**src/rtl/csr_pkg.sv**
```systemverilog
// Shared CSR definitions: AXI response codes, channel FSM states and register
// map bases used by the CSR slave and software-facing blocks.
package csr_pkg;

  typedef enum logic [1:0] {
    OKAY   = 2'b00,
    SLVERR = 2'b10
  } axi_resp_t;

  typedef enum logic {
    W_IDLE = 1'b0,
    W_RESP = 1'b1
  } wr_state_t;

  typedef enum logic {
    R_IDLE = 1'b0,
    R_DATA = 1'b1
  } rd_state_t;

  // Default register map: control block first, status block right after it.
  localparam int unsigned CSR_N_CTRL    = 8;
  localparam int unsigned CSR_N_STAT    = 8;
  localparam int unsigned CSR_CTRL_BASE = 0;
  localparam int unsigned CSR_STAT_BASE = CSR_CTRL_BASE + CSR_N_CTRL;

endpackage

```
**src/rtl/axi_lite_csr_slave.sv**
```systemverilog
// AXI4-Lite slave exposing N_CTRL RW control words and N_STAT RO status words.
// Write and read channels are independent, one outstanding transaction each.
module axi_lite_csr_slave
  import csr_pkg::*;
#(
  parameter int                    N_CTRL   = 8,
  parameter int                    N_STAT   = 8,
  parameter int                    ADDR_W   = 8,
  parameter logic [N_CTRL*32-1:0]  CTRL_RST = '0
) (
  input  logic                     aclk,
  input  logic                     aresetn,
  input  logic [31:0]              awaddr,
  input  logic [2:0]               awprot,
  input  logic                     awvalid,
  output logic                     awready,
  input  logic [31:0]              wdata,
  input  logic [3:0]               wstrb,
  input  logic                     wvalid,
  output logic                     wready,
  output logic [1:0]               bresp,
  output logic                     bvalid,
  input  logic                     bready,
  input  logic [31:0]              araddr,
  input  logic [2:0]               arprot,
  input  logic                     arvalid,
  output logic                     arready,
  output logic [31:0]              rdata,
  output logic [1:0]               rresp,
  output logic                     rvalid,
  input  logic                     rready,
  output logic [N_CTRL*32-1:0]     ctrl_o,
  output logic [N_CTRL-1:0]        ctrl_wr_o,
  input  logic [N_STAT*32-1:0]     stat_i
);

  localparam int IDX_W = ADDR_W - 2;

  wr_state_t                  wr_state, wr_next;
  rd_state_t                  rd_state, rd_next;
  logic                       aw_lat, w_lat;
  logic [IDX_W-1:0]           aw_idx_q;
  logic [31:0]                wdata_q;
  logic [3:0]                 wstrb_q;
  axi_resp_t                  bresp_q, rresp_q, rd_resp_n;
  logic [31:0]                rdata_q, rd_data_n;
  logic [N_CTRL-1:0][31:0]    ctrl_q;
  logic [N_CTRL-1:0]          ctrl_wr_q;

  logic                       aw_hs, w_hs, ar_hs, commit, wr_ctrl_hit;
  logic [IDX_W-1:0]           wr_idx, rd_idx;
  logic [31:0]                wr_data;
  logic [3:0]                 wr_strb;

  logic unused;
  assign unused = ^{awprot, arprot, awaddr[31:ADDR_W], awaddr[1:0],
                    araddr[31:ADDR_W], araddr[1:0]};

  assign aw_hs  = awvalid && awready;
  assign w_hs   = wvalid && wready;
  assign ar_hs  = arvalid && arready;

  // A channel that handshakes this cycle is forwarded straight into the commit,
  // so the write lands on the edge that completes the later of AW and W.
  assign wr_idx  = aw_lat ? aw_idx_q : awaddr[ADDR_W-1:2];
  assign wr_data = w_lat  ? wdata_q  : wdata;
  assign wr_strb = w_lat  ? wstrb_q  : wstrb;
  assign commit  = (wr_state == W_IDLE) && (aw_lat || aw_hs) && (w_lat || w_hs);
  assign wr_ctrl_hit = int'(wr_idx) < N_CTRL;
  assign rd_idx  = araddr[ADDR_W-1:2];

  always_comb begin
    wr_next = wr_state;
    awready = 1'b0;
    wready  = 1'b0;
    bvalid  = 1'b0;
    case (wr_state)
      W_IDLE: begin
        awready = !aw_lat;
        wready  = !w_lat;
        if (commit) wr_next = W_RESP;
      end
      W_RESP: begin
        bvalid = 1'b1;
        if (bready) wr_next = W_IDLE;
      end
      default: wr_next = W_IDLE;
    endcase
  end

  always_ff @(posedge aclk or negedge aresetn) begin
    if (!aresetn) begin
      wr_state  <= W_IDLE;
      aw_lat    <= 1'b0;
      w_lat     <= 1'b0;
      aw_idx_q  <= '0;
      wdata_q   <= '0;
      wstrb_q   <= '0;
      bresp_q   <= OKAY;
      ctrl_q    <= CTRL_RST;
      ctrl_wr_q <= '0;
    end else begin
      wr_state  <= wr_next;
      ctrl_wr_q <= '0;
      if (aw_hs) begin
        aw_lat   <= 1'b1;
        aw_idx_q <= awaddr[ADDR_W-1:2];
      end
      if (w_hs) begin
        w_lat   <= 1'b1;
        wdata_q <= wdata;
        wstrb_q <= wstrb;
      end
      if (commit) begin
        aw_lat  <= 1'b0;
        w_lat   <= 1'b0;
        bresp_q <= wr_ctrl_hit ? OKAY : SLVERR;
        for (int k = 0; k < N_CTRL; k++) begin
          if (int'(wr_idx) == k) begin
            ctrl_wr_q[k] <= |wr_strb;
            for (int b = 0; b < 4; b++)
              if (wr_strb[b]) ctrl_q[k][8*b +: 8] <= wr_data[8*b +: 8];
          end
        end
      end
    end
  end

  // Read mux sees ctrl_q before any same-edge write, giving pre-write data.
  always_comb begin
    rd_data_n = '0;
    rd_resp_n = SLVERR;
    for (int k = 0; k < N_CTRL; k++)
      if (int'(rd_idx) == k) begin
        rd_data_n = ctrl_q[k];
        rd_resp_n = OKAY;
      end
    for (int s = 0; s < N_STAT; s++)
      if (int'(rd_idx) == N_CTRL + s) begin
        rd_data_n = stat_i[32*s +: 32];
        rd_resp_n = OKAY;
      end
  end

  always_comb begin
    rd_next = rd_state;
    arready = 1'b0;
    rvalid  = 1'b0;
    case (rd_state)
      R_IDLE: begin
        arready = 1'b1;
        if (arvalid) rd_next = R_DATA;
      end
      R_DATA: begin
        rvalid = 1'b1;
        if (rready) rd_next = R_IDLE;
      end
      default: rd_next = R_IDLE;
    endcase
  end

  always_ff @(posedge aclk or negedge aresetn) begin
    if (!aresetn) begin
      rd_state <= R_IDLE;
      rdata_q  <= '0;
      rresp_q  <= OKAY;
    end else begin
      rd_state <= rd_next;
      if (ar_hs) begin
        rdata_q <= rd_data_n;
        rresp_q <= rd_resp_n;
      end
    end
  end

  assign bresp     = bresp_q;
  assign rdata     = rdata_q;
  assign rresp     = rresp_q;
  assign ctrl_o    = ctrl_q;
  assign ctrl_wr_o = ctrl_wr_q;

endmodule

```
**config.mk**
```make
export PLATFORM = sky130hd
export DESIGN_NAME = axi_lite_csr_slave
export DESIGN_NICKNAME = d
export VERILOG_FILES = /design/src/rtl/csr_pkg.sv /design/src/rtl/axi_lite_csr_slave.sv
export SDC_FILE = /design/constraint.sdc
export NUM_CORES = 1
export LEC_CHECK = 0
export CAP_MARGIN = 20
export CORE_AREA = 10 10 252 254
export DETAILED_ROUTE_END_ITERATION = 8
export DIE_AREA = 0 0 262 264
export PLACE_DENSITY = 0.62
export REMOVE_ABC_BUFFERS = 1
export SYNTH_ARGS = -nofsm -noshare
export SYNTH_HDL_FRONTEND = slang
export SYNTH_SLANG_ARGS = --single-unit
```
**constraint.sdc**
```tcl
create_clock -name aclk -period 2.5 [get_ports aclk]
set_input_delay 0.25 -clock aclk [delete_from_list [all_inputs] [get_ports aclk]]
set_output_delay 0.25 -clock aclk [all_outputs]
set_load 0.05 [all_outputs]
```
==> flow_summary.yaml <==
logic_synthesis:
  synth_top_cell_by_area: "dfrtp_1"
  synth_area_per_cell_sq_um: 12.0
  synth_edf_count: 0
  seq_area_frac_synth: 0.461
  yosysMostFrequentCell: "dfrtp_1"
  netlist.area_leader.share: 0.461
  postSynthCellCount: 1561
  synth_commonest_cells: "dfrtp_1, mux2_2, a21oi_1"
  ys_types: 79
  yosys_register_bits: 344
  synthArstFlopShare: 1.00
  synth_area_sq_mm: 0.0187
  synth_area_leaders: "dfrtp_1, mux2_2, mux4_2"
  yosysWarnings: 0
  ys.flop_type: "dfrtp_1"
timing:
  rsz0062_at_grt: "no"
  clock_skew_ns: 0.0209
  setup_tns_ns: 0
  clock.fmax_ghz: 0.429
  tightest_slew_ns: 0.805
  period_share: 0.933
  final_max_slew_viol_count: 0
  slew-limit-headroom: 0.459
  layout_min_cycle_time_ns: 2.33
  setup_viol: 0
  timing.hold.ws_ns: 0.201
  hold_viol: 0
final_layout:
  utilization: 0.484
  stdcell_area_sq_mm: 0.0283
  area_growth_pct: 51.6
  finalNonFillerCells: 3053
  layout.nets: 2619
  drive_gt1_frac: 0.289
  n_fill_cell: 5241
cts:
  clock_sinks: 344
  cts_root_buf: "clkbuf_16"
  cts_setup_buffers: 0
  clk_pin_slew_worst_paths_ns: 0.06
  cts_made_buffers: 42
  cts.htree.levels: 2
  insertion_delay_ns: 0.57
  clockBufferDepth: 3
  tritoncts: "done"
setup_path:
  cp_max_fo: 8
  reg2reg_depth: 6
  required_ns: 2.94
  critical_path.startpoint_type: "flop"
  reg2reg_to: "ctrl_o[233]"
  crit_arrival_ns: 2.77
  crit_path_end_kind: "flop"
  timing.rr.start: "aw_lat"
  r2r_slack_ns: 0.17
  crit_type: "flop to flop"
grt:
  antenna_found_initial: 4
  grt_pass1_vias: 18200
  grt_overflow: 0
  grt_use_total: 0.268
  grt_first_pass_wirelength_um: 135000
  grt_max_degree: 76
floorplan:
  initial_core_util: 0.320
  die_w_um: 262
  coreArea_sq_mm: 0.0585
  ios: 674
  rows: 89
  fp.dieH_um: 264
  dieArea_sq_mm: 0.0692
power:
  p_per_area_mw_per_mm2: 1070
  p_leak_uw: 0.0123
  ir_worst_vdd_mv: 0.686
route:
  via_per_inst: 5.66
  ant_nets: 0
  wl_um: 96500
  firstDrtPassIters: 5
  wire_per_inst_um: 31.6
  vias: 17300
  drc: 0
  first_iter_violations: 1582
placement:
  port_buffers: 613
  dp.cells: 2978
  dp_hpwl_um: 72600
  placed_cell_area_sq_mm: 0.0270
  place_congestion: 0.917
job:
  maxCapViolations: 0
outcome:
  status: "finished clean"
hold_path:
  hold_path.class: "input pin to async pin"
## where the power goes
group / switching [uW] / internal, uW
Clock: 2450 / 3580
Sequential: 1590 / 7510
Combinational: 9610 / 5630
Total: 13600 / 16700
## cells in the final DEF (no fill, tap or decap), types with 28 or more instances in the layout
master,n
buf_4,107
mux4_2,28
mux2_2,327
mux2i_1,42
a21oi_1,79
buf_12,44
mux2_1,30
nand3_1,29
o21ai_0,61
and3_1,40
nand2_1,55
dfrtp_1,343
o22ai_1,37
clkdlybuf4s50_1,607
clkbuf_16,43
nor2_1,34
## sequential cells by signal, indices dropped and copies added (netlist names), 4 cells and up
signal / count
aw_idx_q: 6
wstrb_q: 4
rdata: 32
wdata_q: 32
ctrl_o: 256
ctrl_wr_o: 8
## per-layer routing
| metal | part of all wire | GRT usage |
|---|---|---|
| met1 | 0.40 | 0.335 |
| met2 | 0.48 | 0.444 |
| met3 | 0.081 | 0.0651 |
| met4 | 0.034 | 0.0929 |
| met5 | 0 | 0 |
## layout make-up
type / instances / area [sq um] / share of cell area
clock inverters: 6 / 83.8 / 0.00296
diodes: 5 / 12.5 / 0.000442
clock buffers: 63 / 1230 / 0.0435
inverters: 8 / 30.0 / 0.00106
multi-input cells: 1089 / 9550 / 0.337
flip-flops and latches: 344 / 8610 / 0.304
well taps: 773 / 967 / 0.0342
repair buffers: 765 / 7830 / 0.277
## critical path, stage by stage (launching register included)
cell and delay [ns]:
dfrtp_1 0.40, or4_4 0.56, a21oi_2 0.25, nor2b_1 0.27
buf_4 0.20, nand2_4 0.15, mux2_2 0.33
## logic make-up (layout without fill, tap and decap cells)
family | Yosys count | after routing | synth area share
simple gates | 279 | 279 | 0.0924
flops | 344 | 344 | 0.461
mux | 427 | 427 | 0.271
other cells | 1 | 7 | 0.000201
compound gates | 381 | 381 | 0.142
buf+inv | 129 | 842 | 0.0328
## what timing repair did
action                                 CTS  global route
gates resized for setup                  2             0
hold buffers                             1             0
setup endpoints to repair                2             0
endpoints found under the hold margin   51             0
## how the worst max path moves through the flow
stage | from | endpoint | slack, ns | cells after the start
final | aw_lat | ctrl_o[233] | 0.17 | 6
after global routing | aw_lat | ctrl_o[235] | 0.10 | 6
after CTS | aw_lat | ctrl_o[233] | 0.15 | 6
after detailed placement | araddr[6] | rdata[20] | -0.29 | 10
after global placement | araddr[6] | rdata[20] | -0.27 | 10
after floorplan | w_lat | wdata_q[0] | -0.66 | 2
## stage by stage
step | setup WS, ns | power (uW)
after floorplan | -0.659 | 17900
after global placement | -0.274 | 24200
after detailed placement | -0.288 | 24400
after CTS | 0.153 | 30500
after global routing | 0.104 | 31500
final | 0.168 | 30400
No activity file was read; power rests on OpenSTA's default activity.
